File: config.mk
export PLATFORM = sky130hd
export DESIGN_NAME = fifo_ctrl_gen
export DESIGN_NICKNAME = d
export VERILOG_FILES = /design/src/rtl/fifo_pkg.sv /design/src/rtl/fifo_regfile.sv /design/src/rtl/fifo_ctrl_gen.sv
export SDC_FILE = /design/constraint.sdc
export NUM_CORES = 1
export LEC_CHECK = 0
export BUFFER_PORTS_ARGS = -buffer_cell sky130_fd_sc_hd__buf_2
export CAP_MARGIN = 20
export CORE_MARGIN = 10
export CORE_UTILIZATION = 50
export CTS_CLUSTER_DIAMETER = 50
export DETAILED_ROUTE_END_ITERATION = 12
export PLACE_DENSITY = 0.67
export SLEW_MARGIN = 20
export SYNTH_ARGS = -nofsm -noshare
export SYNTH_HDL_FRONTEND = slang
export SYNTH_HIERARCHICAL = 1
export SYNTH_SLANG_ARGS = --single-unit
File: constraint.sdc
create_clock -name i_clk -period 3.4 [get_ports i_clk]
set_clock_uncertainty 0.15 [all_clocks]
set_input_delay 0.68 -clock i_clk [delete_from_list [all_inputs] [get_ports i_clk]]
set_output_delay 0.68 -clock i_clk [all_outputs]
set_load 0.02 [all_outputs]
File: src/rtl/fifo_pkg.sv
// -----------------------------------------------------------------------------
// fifo_pkg
// Shared constants and helpers for the generic FIFO controller.
//   MODE_DROP      : a write while full is discarded.
//   MODE_OVERWRITE : a write while full replaces the oldest word.
//   thresh_ok()    : parameter legality check used at elaboration.
// -----------------------------------------------------------------------------
package fifo_pkg;

    localparam int unsigned MODE_DROP      = 0;
    localparam int unsigned MODE_OVERWRITE = 1;

    // Almost-full must lie in 1..D, almost-empty in 0..D-1.
    function automatic bit thresh_ok(input int unsigned w,
                                     input int unsigned af,
                                     input int unsigned ae);
        int unsigned d;
        d = 32'd1 << w;
        return (af >= 1) && (af <= d) && (ae <= d - 1);
    endfunction

endpackage

File: src/rtl/fifo_regfile.sv
// -----------------------------------------------------------------------------
// fifo_regfile
// 2**W x B storage array: synchronous write, asynchronous read.
// Ports:
//   i_clk     : clock
//   i_we      : write enable
//   i_w_addr  : write address
//   i_w_data  : write data
//   i_r_addr  : read address
//   o_r_data  : word at i_r_addr (combinational)
// -----------------------------------------------------------------------------
module fifo_regfile #(
    parameter int unsigned B = 8,
    parameter int unsigned W = 4
) (
    input  logic         i_clk,
    input  logic         i_we,
    input  logic [W-1:0] i_w_addr,
    input  logic [B-1:0] i_w_data,
    input  logic [W-1:0] i_r_addr,
    output logic [B-1:0] o_r_data
);

    // Contents are intentionally not reset.
    logic [B-1:0] mem_q [2**W];

    always_ff @(posedge i_clk) begin
        if (i_we) begin
            mem_q[i_w_addr] <= i_w_data;
        end
    end

    assign o_r_data = mem_q[i_r_addr];

endmodule

File: src/rtl/fifo_ctrl_gen.sv
// -----------------------------------------------------------------------------
// fifo_ctrl_gen
// Synchronous first-word-fall-through FIFO with selectable full-write policy,
// programmable almost-full/almost-empty thresholds, occupancy count, sticky
// overflow/underflow flags and synchronous flush.
// Ports:
//   i_clk          : clock, rising edge
//   i_reset        : asynchronous active-high reset
//   i_clr          : synchronous flush (pointers, count, sticky flags)
//   i_wr/i_wr_data : write request and data
//   i_rd           : read request, pops the word on o_rd_data
//   o_rd_data      : head word (from memory at rd_ptr)
//   o_empty/o_full : count == 0 / count == D
//   o_almost_full  : count >= AF_THRESH
//   o_almost_empty : count <= AE_THRESH
//   o_count        : occupancy 0..D
//   o_overflow     : sticky, write while full without an accepted read
//   o_underflow    : sticky, read while empty
// -----------------------------------------------------------------------------
module fifo_ctrl_gen
    import fifo_pkg::*;
#(
    parameter int unsigned B         = 8,
    parameter int unsigned W         = 4,
    parameter int unsigned MODE      = 0,
    parameter int unsigned AF_THRESH = 2**W - 2,
    parameter int unsigned AE_THRESH = 1
) (
    input  logic         i_clk,
    input  logic         i_reset,
    input  logic         i_clr,
    input  logic         i_wr,
    input  logic [B-1:0] i_wr_data,
    input  logic         i_rd,
    output logic [B-1:0] o_rd_data,
    output logic         o_empty,
    output logic         o_full,
    output logic         o_almost_full,
    output logic         o_almost_empty,
    output logic [W:0]   o_count,
    output logic         o_overflow,
    output logic         o_underflow
);

    localparam int unsigned D        = 2**W;
    localparam logic [W:0]  CNT_FULL = (W+1)'(D);
    localparam logic [W:0]  CNT_AF   = (W+1)'(AF_THRESH);
    localparam logic [W:0]  CNT_AE   = (W+1)'(AE_THRESH);
    localparam logic [W:0]  CNT_ONE  = (W+1)'(1);
    localparam logic [W-1:0] PTR_ONE = W'(1);

    if (!thresh_ok(W, AF_THRESH, AE_THRESH)) begin : g_bad_thresh
        $error("fifo_ctrl_gen: AF_THRESH must be 1..D and AE_THRESH 0..D-1");
    end

    logic [W-1:0] wr_ptr_q, wr_ptr_d;
    logic [W-1:0] rd_ptr_q, rd_ptr_d;
    logic [W:0]   count_q, count_d;
    logic         ovf_q, ovf_d;
    logic         unf_q, unf_d;
    logic         mem_we;
    logic         is_empty;
    logic         is_full;

    assign is_empty = (count_q == '0);
    assign is_full  = (count_q == CNT_FULL);

    // State register
    always_ff @(posedge i_clk or posedge i_reset) begin
        if (i_reset) begin
            wr_ptr_q <= '0;
            rd_ptr_q <= '0;
            count_q  <= '0;
            ovf_q    <= 1'b0;
            unf_q    <= 1'b0;
        end else begin
            wr_ptr_q <= wr_ptr_d;
            rd_ptr_q <= rd_ptr_d;
            count_q  <= count_d;
            ovf_q    <= ovf_d;
            unf_q    <= unf_d;
        end
    end

    // Next-state: flush wins over any read/write in the same cycle.
    always_comb begin
        wr_ptr_d = wr_ptr_q;
        rd_ptr_d = rd_ptr_q;
        count_d  = count_q;
        ovf_d    = ovf_q;
        unf_d    = unf_q;
        mem_we   = 1'b0;

        if (i_clr) begin
            wr_ptr_d = '0;
            rd_ptr_d = '0;
            count_d  = '0;
            ovf_d    = 1'b0;
            unf_d    = 1'b0;
        end else begin
            case ({i_wr, i_rd})
                2'b01: begin
                    if (!is_empty) begin
                        rd_ptr_d = rd_ptr_q + PTR_ONE;
                        count_d  = count_q - CNT_ONE;
                    end else begin
                        unf_d = 1'b1;
                    end
                end
                2'b10: begin
                    if (!is_full) begin
                        mem_we   = 1'b1;
                        wr_ptr_d = wr_ptr_q + PTR_ONE;
                        count_d  = count_q + CNT_ONE;
                    end else begin
                        ovf_d = 1'b1;
                        if (MODE == MODE_OVERWRITE) begin
                            // Oldest word is sacrificed; count stays at D.
                            mem_we   = 1'b1;
                            wr_ptr_d = wr_ptr_q + PTR_ONE;
                            rd_ptr_d = rd_ptr_q + PTR_ONE;
                        end
                    end
                end
                2'b11: begin
                    mem_we   = 1'b1;
                    wr_ptr_d = wr_ptr_q + PTR_ONE;
                    if (!is_empty) begin
                        // Pass-through, legal even when full.
                        rd_ptr_d = rd_ptr_q + PTR_ONE;
                    end else begin
                        // Nothing to pop yet: keep the write, flag the read.
                        count_d = CNT_ONE;
                        unf_d   = 1'b1;
                    end
                end
                default: ;
            endcase
        end
    end

    // Outputs: registered state only (read data via memory at rd_ptr).
    always_comb begin
        o_empty        = is_empty;
        o_full         = is_full;
        o_almost_full  = (count_q >= CNT_AF);
        o_almost_empty = (count_q <= CNT_AE);
        o_count        = count_q;
        o_overflow     = ovf_q;
        o_underflow    = unf_q;
    end

    fifo_regfile #(
        .B (B),
        .W (W)
    ) u_regfile (
        .i_clk    (i_clk),
        .i_we     (mem_we),
        .i_w_addr (wr_ptr_q),
        .i_w_data (i_wr_data),
        .i_r_addr (rd_ptr_q),
        .o_r_data (o_rd_data)
    );

endmodule
; ---- Yosys cells after proc, flatten, opt, wreduce, memory -nomap -nowiden
; Memories as Yosys holds them, arrays and structs flattened.
; Index checks and enable logic that the tools add are counted.
[word_totals]
register_bits = 15
mem_bits_rw = 128
wordCells = 55
memories = 1
[mem_list]
columns = memory, depth, word_bits, read_ports, rd_clocked_by_memory_dff, wr, line
row1 = u_regfile.mem_q, 16, 8, 1, 0, 1, fifo_regfile.sv:25  ; logic [B-1:0] mem_q [2**W];
[classes]
addsub = 4
n_lt_le_gt_ge = 2
eq_ne = 8
mux = 22
reduce_logical = 13
[ops]
columns = op, count
row1 = $mux 4, 5
row2 = $mux 5, 4
row3 = $pmux 5 s3, 1
row4 = $mux 1, 10
row5 = $ne 3x3->1 const B, 3
row6 = $add 4x1->4 const B, 2
row7 = $pmux 4 s2, 1
row8 = $reduce_and 2->1, 4
row9 = $reduce_bool 2->1, 4
row10 = $add 5x1->5 const B, 1
row11 = $eq 5x5->1 const B, 1
row12 = $ge 5x4->1 const B, 1
row13 = $le 5x1->1 const B, 1
row14 = $logic_not 5->1, 1
row15 = $sub 5x1->5 const B, 1
row16 = $eq 2x2->1 const B, 2
row17 = $reduce_and 4->1, 1
row18 = $reduce_bool 4->1, 1
row19 = $reduce_bool 3->1, 1
row20 = $eq 2x1->1 const B, 1
row21 = $ne 2x2->1 const B, 1
row22 = $pmux 1 s2, 1
row23 = $reduce_or 2->1, 1

; ---- Longest topological paths before layout
; Gate-level depths: netlist of the first run.
[logic_depth]
depth_word = 6
ltp_mapped = 7
depth_no_buf = 7

; ---- Cells and area by module
; The synthesis of the first run kept the hierarchy.
[by_module_without_submodules]
columns = module, instances, cells_per_inst, area_per_inst_um2, seq_area_each_um2
row1 = fifo_regfile, 1, 221, 4987.3, 3843.7
row2 = fifo_ctrl_gen, 1, 104, 969.7, 375.4

; ---- Least setup slack after synthesis of the first run
; OpenSTA, ideal clock, no wires.
[synth_timing]
path_type = flip-flop to flip-flop
from = register count_q[0], in the netlist o_count[0]
to = memory u_regfile.mem_q[0][0] (enable)
arrival_ns = 2.521
t_required_ns = 2.867
setup_slack_ns = 0.345
path_stages_with_launch = 8
synth_period_minus_slack_ns = 3.055
path_cell_list = dfrtp_1 > inv_1 > ha_1 > nand4bb_1 > o21ai_1 > nor2_1 > or3b_2 > nor3_1
[synth_between]
elab_chain_len = 6
[synth_rtl]
columns = item, line
row1 = "start, declared", fifo_ctrl_gen.sv:58  ; logic [W:0] count_q, count_d;
row2 = "start signal, assigned", fifo_ctrl_gen.sv:79  ; count_q <= count_d;
row3 = $eq 5x5->1, fifo_ctrl_gen.sv:66  ; assign is_full = (count_q == CNT_FULL);
row4 = $mux 1, fifo_ctrl_gen.sv:111  ; if (!is_full) begin
row5 = $pmux 1 s2, fifo_ctrl_gen.sv:101  ; case ({i_wr, i_rd})
row6 = $mux 1, fifo_ctrl_gen.sv:94  ; if (i_clr) begin
row7 = net mem_we, fifo_ctrl_gen.sv:61  ; logic mem_we;
row8 = $mux 1, fifo_regfile.sv:28  ; if (i_we) begin
row9 = $mux 1 (not written as such), fifo_regfile.sv:29  ; mem_q[i_w_addr] <= i_w_data;
row10 = "end, declared", fifo_regfile.sv:25
; The timed path passes the listed nets, and every way through them passes these cells.

; ---- Worst setup path after layout of the first run
[layout_timing]
from = register rd_ptr_q[0]
to = output o_rd_data[1]
[layout_between]
elab_chain_len = 1
[layout_rtl]
columns = item, line
row1 = "start, declared", fifo_ctrl_gen.sv:57  ; logic [W-1:0] rd_ptr_q, rd_ptr_d;
row2 = "start signal, assigned", fifo_ctrl_gen.sv:78  ; rd_ptr_q <= rd_ptr_d;
row3 = $mem_v2 16x8, n/a
row4 = "end, declared", fifo_ctrl_gen.sv:35  ; output logic [B-1:0] o_rd_data,
; No other way between the ends.

==> results of run 1 <==
report_power, final:
| part | leakage [nW] | switching (W) | internal [W] |
|---|---|---|---|
| Clock | 0.320 | 0.000657 | 0.00127 |
| Combinational | 0.786 | 0.000389 | 0.000333 |
| Sequential | 1.35 | 0.0000634 | 0.00195 |
path summary, 6_finish.rpt:
kind                            slack, ns        start  cells past startpoint                    end
worst min-delay path                 0.17      i_reset                      2             o_count[3]
worst max-delay path                 0.20  rd_ptr_q[0]                      5           o_rd_data[1]
min in group i_clk                   0.34  o_underflow                      2            o_underflow
worst max register to register       0.30   o_count[0]                      7  u_regfile/mem_q[1][0]
worst min register to register       0.34  o_underflow                      2            o_underflow
max in group asynchronous            2.51      i_reset                      2            rd_ptr_q[0]
worst max-delay path, delay by kind of cell, from the launching register on:
kind | cells | cell delay (ns)
flip-flops | 1 | 0.53
AND/OR/NAND/NOR | 1 | 0.09
buffers and inverters | 2 | 0.43
AO/OA/AOI/OAI | 1 | 0.25
multiplexers | 1 | 0.63
cells in the mapped netlist, drive strengths merged:
| master | n | area share, % |
|---|---|---|
| o21ai | 3 | 0.31 |
| nand3b | 2 | 0.25 |
| buf | 12 | 1.5 |
| inv | 8 | 0.50 |
| a32o | 1 | 0.17 |
| nor2b | 3 | 0.32 |
| edfxtp | 128 | 65 |
| and2 | 1 | 0.11 |
| o311ai | 1 | 0.15 |
| dfrtp | 15 | 6.3 |
| or2 | 1 | 0.11 |
| mux2i | 2 | 0.34 |
| nor4bb | 1 | 0.17 |
| a211oi | 2 | 0.25 |
| and3 | 1 | 0.11 |
| nand3 | 2 | 0.17 |
| o221ai | 1 | 0.15 |
| clkdlybuf4s25 | 3 | 0.50 |
| a21oi | 11 | 0.92 |
| nor3 | 5 | 0.42 |
| nand4 | 2 | 0.21 |
| ha | 6 | 1.3 |
| nand4bb | 1 | 0.19 |
| nor4 | 2 | 0.21 |
| o21a | 2 | 0.25 |
| nand2b | 3 | 0.32 |
| o22a | 1 | 0.29 |
| nand2 | 10 | 0.63 |
| or3b | 2 | 0.34 |
| a22oi | 16 | 2.0 |
| a22o | 1 | 0.15 |
| and2b | 2 | 0.25 |
| a311oi | 1 | 0.25 |
| mux4 | 32 | 13 |
| nor2 | 29 | 1.8 |
| clkbuf | 1 | 0.063 |
| xor2 | 7 | 1.0 |
| o211ai | 4 | 0.50 |
per-layer routing:
| metal | up-vias | GRT usage, % | part of all wire (%) |
|---|---|---|---|
| met5 | - | 0 | 0 |
| met4 | 0 | 6.09 | 1.9 |
| met3 | 16 | 3.87 | 4.5 |
| met2 | 75 | 23.4 | 49 |
| met1 | 1610 | 19.5 | 45 |
| li1 | 1424 | - | - |
stage by stage:
step | power (W) | instances | hold slack [ns]
final | 0.00466 | 532 | 0.172
after CTS | 0.00470 | 532 | 0.181
after detailed placement | 0.00278 | 500 | 0.338
after floorplan | 0.00258 | 325 | 0.396
after global routing | 0.00483 | 532 | 0.227
after global placement | 0.00276 | 500 | 0.342
registers in the layout (all words and copies together) (netlist names):
name	flops
o_underflow	1
wr_ptr_q	4
o_overflow	1
u_regfile/mem_q	128
o_count	5
rd_ptr_q	4
cells by family (layout without fill, tap and decap cells):
| family | Yosys count | count (layout) |
|---|---|---|
| and+or+nand+nor | 67 | 67 |
| muxes | 34 | 34 |
| AOI/OAI and AO/OA | 44 | 44 |
| xor gates and xnor gates | 7 | 7 |
| buffers and inverters | 24 | 88 |
| adders and majority gates | 6 | 6 |
| DFF | 143 | 143 |
placed cells by master, fill, tap and decap left out, drive strengths merged, types with 2 or more instances in the layout:
master / instances
mux4: 32
nor4: 2
nor3: 5
nand3b: 2
or3b: 2
clkbuf: 25
nand3: 2
a22oi: 16
and2b: 2
o21a: 2
nor2: 29
nand4: 2
ha: 6
o211ai: 4
edfxtp: 128
mux2i: 2
nand2b: 3
xor2: 7
o21ai: 3
buf: 48
dfrtp: 15
a21oi: 11
nor2b: 3
inv: 11
nand2: 10
clkinv: 2
bufinv: 2
a211oi: 2
layout make-up:
type / instances / area share [%]
clock buffer: 25 / 7.90
inverter: 8 / 0.432
multi-input combinational: 158 / 22.8
clock inverter: 7 / 1.28
sequential: 143 / 60.7
tap: 143 / 2.57
timing repair buffer: 48 / 4.25
==> metrics.txt, run 1 <==
DR vias/cell=5.87; required time of the critical path=2.57 ns; end-of-flow core utilization=about three fifths; CP Cell Sequence=buf_12 -> mux4_1 -> a22oi_1 -> nand2_1 -> buf_2; area occupied by multi-input gates=1590 um^2; CTS tree=built; Post-CTS Setup Bufs=0; Worst-path clk slew=0.06 ns; number of global-route vias before repair=approximately 3300; Worst VDD drop=0.316 mV; max-slew violation count=0; Worst Tran Pin Value=0.706 ns; antenna violations before repair=0; CP Class=reg2out; Setup-failing EPs final=0; H-tree depth=4; xor and xnor area share after synthesis=1.03%; slew margin rel.=between 50% and 60%; Fin. Hold Viols=0; Die H=129 um; fill cell total of the finished layout=832; Root Buffer Master=clkbuf_16; io pins=32; Core ar.=11600 um^2; WP data arrival=2.37 ns; CTS Buf Count=17; row cnt=39; Layout area overhead=16.7%; pre-CTS WS=0.304 ns; Net Count, Synth=344; clock tree buffer depth=2; Max stage delay on crit path=~0.63 ns; critical path's slowest cell=mux4_1; total grt overflow=0; Synth Area in Compound Gates=5.42%; hold buffers post-CTS=0; setup ws final=0.198 ns; status=finished clean; Cell Area, Placed=between 6000 and 7000 um^2; clk_lat worst skew=slightly above 0.4 ns; first-pass GRT wire length=18300 um; min Tclk post-route=around 3.2 ns; HPWL after DPL=7400 um; TNS Setup=0 ns; diode count=0; multiplexer share of the synthesized area=between 10% and 20%; Final nets=395; mapped cell area=5960 um^2; critical path peak fanout=27; Synth cell types=44; post-synthesis sequential area ratio=slightly above 70%; ANT nets after route=0; Ys Warns=6; pwr/cell area=671 nW/um^2; Seq cells post-synth=143; period utilization=between 90% and 100%; RSZ-0062 raised after global routing=false; flip-flop and latch area=4220 um^2; crit path launch type=register; simple-gate share of the synthesized area=5.61%; combinational family with the most area after synthesis=multiplexers; fmax=312 MHz; maxcap violations=0; Vias=3125; Mapped Avg Cell Area=18.3 um^2; largest net degree at the start of global routing=33; GR Util All Layers=between 10% and 20%; CP endpoint kind=output pin; routed length per placed instance=~22 um; DRT iter0 DRCs=299; Adder-Cell Fraction of Synth Area=under 10%; die area=around 17000 um^2; gpl congestion=~0.80; Worst Hold Class=in2async; Leak Pwr=2.46 nW; I/O Buffers=31; Routed WL=11700 um; Mapped Cells=325; DRC Markers=0; Initial DRT Pass Iterations=4; layout cells sized above 1=a little over a quarter; CTS sink count=about 140; Resized Gates After CTS=0; Die W=129 um; final instance area=6950 um^2; Starting Density=51.5%
Power figures use the tool's default switching activity.
==> inputs of run 2 (changes only) <==
--- a/config.mk
+++ b/config.mk
@@ -7,6 +7,7 @@
 export LEC_CHECK = 0
 export BUFFER_PORTS_ARGS = -buffer_cell sky130_fd_sc_hd__buf_2
 export CAP_MARGIN = 20
+export CORE_ASPECT_RATIO = 1.25
 export CORE_MARGIN = 10
 export CORE_UTILIZATION = 50
 export CTS_CLUSTER_DIAMETER = 50
==> run 2 against run 1 <==
Against the previous run:
- wire length is 0.92% higher
- sequential share of layout area is 0.23 points lower
- setup slack worse by 0.068 ns
- via count is 2.0% lower
- clock power is 4% lower
- die area is 0.16% higher
- power is 0.82% lower
- critical path type unchanged
- critical endpoint unchanged
- largest cell class unchanged
- highest routed layer unchanged
==> metrics.txt, run 2 (synthesis results as in run 1) <==
required time of the critical path=between 2 and 3 ns; row cnt=44; flip-flop and latch area=4220 um^2; fill cell total of the finished layout=861; Initial DRT Pass Iterations=4; CTS Buf Count=17; io pins=32; CP Class=reg2out; I/O Buffers=31; Resized Gates After CTS=0; min Tclk post-route=3.27 ns; first-pass GRT wire length=19000 um; critical path peak fanout=14; ANT nets after route=0; maxcap violations=0; power share of the sequential group=43.7%; clock tree buffer depth=2; Die W=roughly 120 um; CTS sink count=143; setup ws final=between 0.1 and 0.15 ns; Worst Tran Pin Value=0.689 ns; WP data arrival=about 2.4 ns; HPWL after DPL=7650 um; critical path's slowest cell=dfrtp_2; period utilization=96.2%; Setup-failing EPs final=0; H-tree depth=4; total grt overflow=0; crit path launch=rd_ptr_q[0]; DRT iter0 DRCs=232; NetSw=0.00114 W; crit path launch type=register; pwr/cell area=663 nW/um^2; Starting Density=around half; Layout area overhead=17.1%; largest net degree at the start of global routing=36; Final Power=0.00462 W; CTS tree=built; Worst Hold Class=in2async; pre-CTS WS=approximately 0.34 ns; commonest non-fill, non-tap cell in the layout=edfxtp_1; Die H=between 100 and 150 um; Max stage delay on crit path=0.63 ns; hold buffers post-CTS=0; Final nets=396; placed insts=519; die area=16700 um^2; RSZ-0062 raised after global routing=false; clk_lat worst skew=0.41 ns; Fin. Hold Viols=0; CP Cell Sequence=buf_12 -> mux4_1 -> a22oi_1 -> nand2_1 -> buf_2; Int Pwr=0.00349 W; fmax=306 MHz; slew margin rel.=53.9%; Core ar.=~12000 um^2; diode count=0; number of flip-flops in the largest register=between 100 and 150; TNS Setup=0 ns; max-slew violation count=0; GR Util All Layers=15.0%; area occupied by multi-input gates=1590 um^2; most frequent cells in the layout=edfxtp_1 (128), buf_2 (31), nor2_1 (29); Worst VDD drop=0.337 mV; status=finished clean; Post-CTS Setup Bufs=0; Leak Pwr=2.46 nW; final cell count without fillers=551; number of global-route vias before repair=about 3300; Vias=3061; Routed WL=~12000 um; routed length per placed instance=21.4 um; antenna violations before repair=0; Root Buffer Master=clkbuf_16; Switching Fraction=between 20% and 30%; layout cells sized above 1=26.7%; Top reg by flops=u_regfile/mem_q; Clock Power Share=40.1%; gpl congestion=around 0.8; DRC Markers=0; CP endpoint kind=output pin; Worst-path clk slew=0.06 ns; DR vias/cell=5.56; R2R Path Start=o_count[0]; Logic pwr share=between 15 and 20%
## run 2: cell types whose count changed in the layout (fill, tap and decap cells not counted), sizes merged
| cell | previous run | this run |
|---|---|---|
| bufinv | 2 | 0 |
| buf | 48 | 49 |
| inv | 11 | 10 |
| clkinvlp | 0 | 1 |
| clkbuf | 25 | 27 |
## run 2: worst paths after layout
kind	end	slack, ns	cells after the start
setup / recovery	o_rd_data[1]	0.13	5
hold / removal	o_overflow	0.18	2
setup reg to reg	u_regfile/mem_q[2][7]	0.38	7
hold reg to reg	o_overflow	0.35	2
max in group asynchronous	rd_ptr_q[0]	2.49	2
min in group i_clk	o_overflow	0.35	2
## run 2: worst max-delay path: cells and delay by family (launching register included)
kind / cells / cell delay [ns]
buffers and inverters: 2 / 0.40
flip-flops: 1 / 0.63
multiplexers: 1 / 0.61
AO/OA/AOI/OAI: 1 / 0.27
AND/OR/NAND/NOR: 1 / 0.10
## run 2: stage by stage
stage | utilization, % | hold WS, ns | cell area, um^2
after floorplan | - | 0.396 | 5960
after global placement | 54.7 | 0.332 | 6350
after detailed placement | 54.7 | 0.336 | 6350
after CTS | 60.0 | 0.201 | 6980
after global routing | 60.0 | 0.225 | 6980
final | 60.0 | 0.181 | 6980
## run 2: cell type report
cell class	instances	share of cell area, %
Clock buffer	27	8.43
Clock inverter	5	0.484
Inverter	8	0.430
Multi-Input combinational cell	158	22.7
Sequential cell	143	60.5
Tap cell	161	2.89
Timing Repair Buffer	49	4.52
## run 2: routing by layer
layer | up-vias | wire (um) | track usage (%)
li1 | 1424 | - | -
met2 | 68 | 6120 | 25.0
met3 | 13 | 551 | 4.33
met1 | 1556 | 4980 | 18.2
met5 | - | 0 | 0
met4 | 0 | 171 | 5.93
## run 2: power groups by stage
stage          registers (W)  clock network, W  logic [W]
2_1_floorplan        0.00203                 0   0.000550
3_3_place_gp         0.00205                 0   0.000749
3_5_place_dp         0.00206                 0   0.000759
4_1_cts              0.00202           0.00188   0.000763
5_1_grt              0.00203           0.00197   0.000810
6_report             0.00202           0.00185   0.000750
==> inputs of run 3 (changes only) <==
--- a/config.mk
+++ b/config.mk
@@ -8,11 +8,11 @@
 export BUFFER_PORTS_ARGS = -buffer_cell sky130_fd_sc_hd__buf_2
 export CAP_MARGIN = 20
 export CORE_ASPECT_RATIO = 1.25
-export CORE_MARGIN = 10
+export CORE_MARGIN = 5
 export CORE_UTILIZATION = 50
 export CTS_CLUSTER_DIAMETER = 50
 export DETAILED_ROUTE_END_ITERATION = 12
-export PLACE_DENSITY = 0.67
+export PLACE_DENSITY = 0.7
 export SLEW_MARGIN = 20
 export SYNTH_ARGS = -nofsm -noshare
 export SYNTH_HDL_FRONTEND = slang
==> constraint.sdc (replaced) <==
create_clock -name i_clk -period 2.9 [get_ports i_clk]
set_clock_uncertainty 0.15 [all_clocks]
set_input_delay 0.58 -clock i_clk [delete_from_list [all_inputs] [get_ports i_clk]]
set_output_delay 0.58 -clock i_clk [all_outputs]
set_load 0.02 [all_outputs]
==> run 3 against run 2 <==
Against the previous run:
- the flow now finishes with violations (setup timing)
- non-clock buffer count grew 14
- setup slack lost 0.15 ns
- die area shrank 15%
- sequential power grew 15%
- wire length grew 5.0%
- first-iteration DRC count grew 6.9%
- combinational power grew 45%
- cell area grew 1.8%
- critical endpoint is now o_rd_data[6]
- largest cell class unchanged
==> metrics.txt, run 3 (synthesis results as in run 1) <==
status=finished, violations left; failing checks=setup timing; CP Cell Sequence=buf_12 -> buf_16 -> mux4_2 -> a22oi_1 -> nand2_1 -> buf_2; Worst VDD drop=0.412 mV; die area=14200 um^2; min Tclk post-route=around 2.9 ns; Top reg by flops=u_regfile/mem_q; slew margin rel.=50.4%; GR Util All Layers=18.9%; worst r2r path cells=8; layout cells sized above 1=35.1%; maxcap violations=0; DR vias/cell=5.79; R2R Path Start=o_count[0]; Fin. Hold Viols=0; row cnt=44; fill cell total of the finished layout=863; critical path's slowest cell=mux4_2; Max stage delay on crit path=0.51 ns; clock tree buffer depth=2; I/O Buffers=31; largest net degree at the start of global routing=33; Worst Tran Pin Value=0.743 ns; commonest non-fill, non-tap cell in the layout=edfxtp_1; CTS tree=built; Core ar.=11700 um^2; CTS Buf Count=17; first-pass GRT wire length=19500 um; Initial DRT Pass Iterations=5; period utilization=101%; number of flip-flops in the largest register=128; most frequent cells in the layout=edfxtp_1 (128), nor2_1 (28), buf_2 (28), mux4_2 (28), buf_4 (27); clk_lat worst skew=approximately 0.4 ns; RSZ-0062 raised after global routing=true; DRT iter0 DRCs=248; crit-path leading delay family=multiplexers; Critical R2R Capture=u_regfile/mem_q[1][2]; number of global-route vias before repair=between 3000 and 4000; HPWL after DPL=7450 um; Layout area overhead=19.2%; ANT nets after route=0; crit path launch type=register; required time of the critical path=2.17 ns; CP endpoint kind=output pin; routed length per placed instance=22.0 um; antenna violations before repair=0; pre-CTS WS=0.338 ns; Min Hold Slack=0.0738 ns; Leak Pwr=2.48 nW; Setup-failing EPs final=2; setup ws final=-0.0189 ns; Starting Density=a little over 50%; worst path buffer plus inverter count=3; CP Class=reg2out; Die H=approximately 130 um; Routed WL=12400 um; diode count=0; total grt overflow=0; Worst Hold Class=in2async; pwr/cell area=762 nW/um^2; H-tree depth=4; WP data arrival=approximately 2.2 ns; final instance area=7100 um^2; critical path peak fanout=8; max-slew violation count=0; r2r setup slk=0.32 ns; DRC Markers=0; Worst-path clk slew=0.06 ns; end-of-flow core utilization=60.8%; Vias=3270; CTS sink count=143; Root Buffer Master=clkbuf_16; hold buffers post-CTS=0; io pins=32; gpl congestion=0.825; Die W=108 um; Cell Area, Placed=6420 um^2; Final nets=410; fmax=between 300 and 400 MHz; Final Power=0.00541 W
==> run 3: worst max path at each step <==
stage | startpoint | end | cells after the start
floorplan | o_count[0] | u_regfile/mem_q[2][0] | 7
global placement | i_rd | u_regfile/mem_q[0][4] | 6
global route | rd_ptr_q[0] | o_rd_data[0] | 6
finish | rd_ptr_q[0] | o_rd_data[6] | 6
CTS | rd_ptr_q[0] | o_rd_data[0] | 6
detailed placement | o_count[0] | u_regfile/mem_q[0][4] | 8
==> run 3: through the flow <==
step,std cells,TNS (ns)
floorplan,325,0
global placement,527,0
detailed placement,527,0
CTS,566,-0.0652
global route,565,-0.316
finish,565,-0.0271
==> run 3: layout make-up <==
cell class                 instances  area, um^2  area share, %
clock inverter                    15         126           1.78
multi-input combinational        158        1610           22.6
timing repair buffer              63         492           6.92
inverter                           8        30.0          0.423
clock buffer                      17         425           5.99
sequential                       143        4220           59.4
tap                              161         201           2.84
==> run 3: where the power goes <==
group | switching, W | internal [W]
registers | 0.0000383 | 0.00228
logic | 0.000550 | 0.000535
clock network | 0.000888 | 0.00112
==> run 3: per-layer routing <==
metal | share of wire (%) | global-route usage (%)
met1 | 39 | 23.9
met5 | 0 | 0
met2 | 53 | 31.6
met4 | 2.1 | 7.86
met3 | 5.7 | 4.02
==> run 3: timing repair <==
item	CTS	global route
pin swaps	3	6
cloned	3	0
setup buffers	4	0
setup endpoints to repair	8	8
resized for setup	16	14
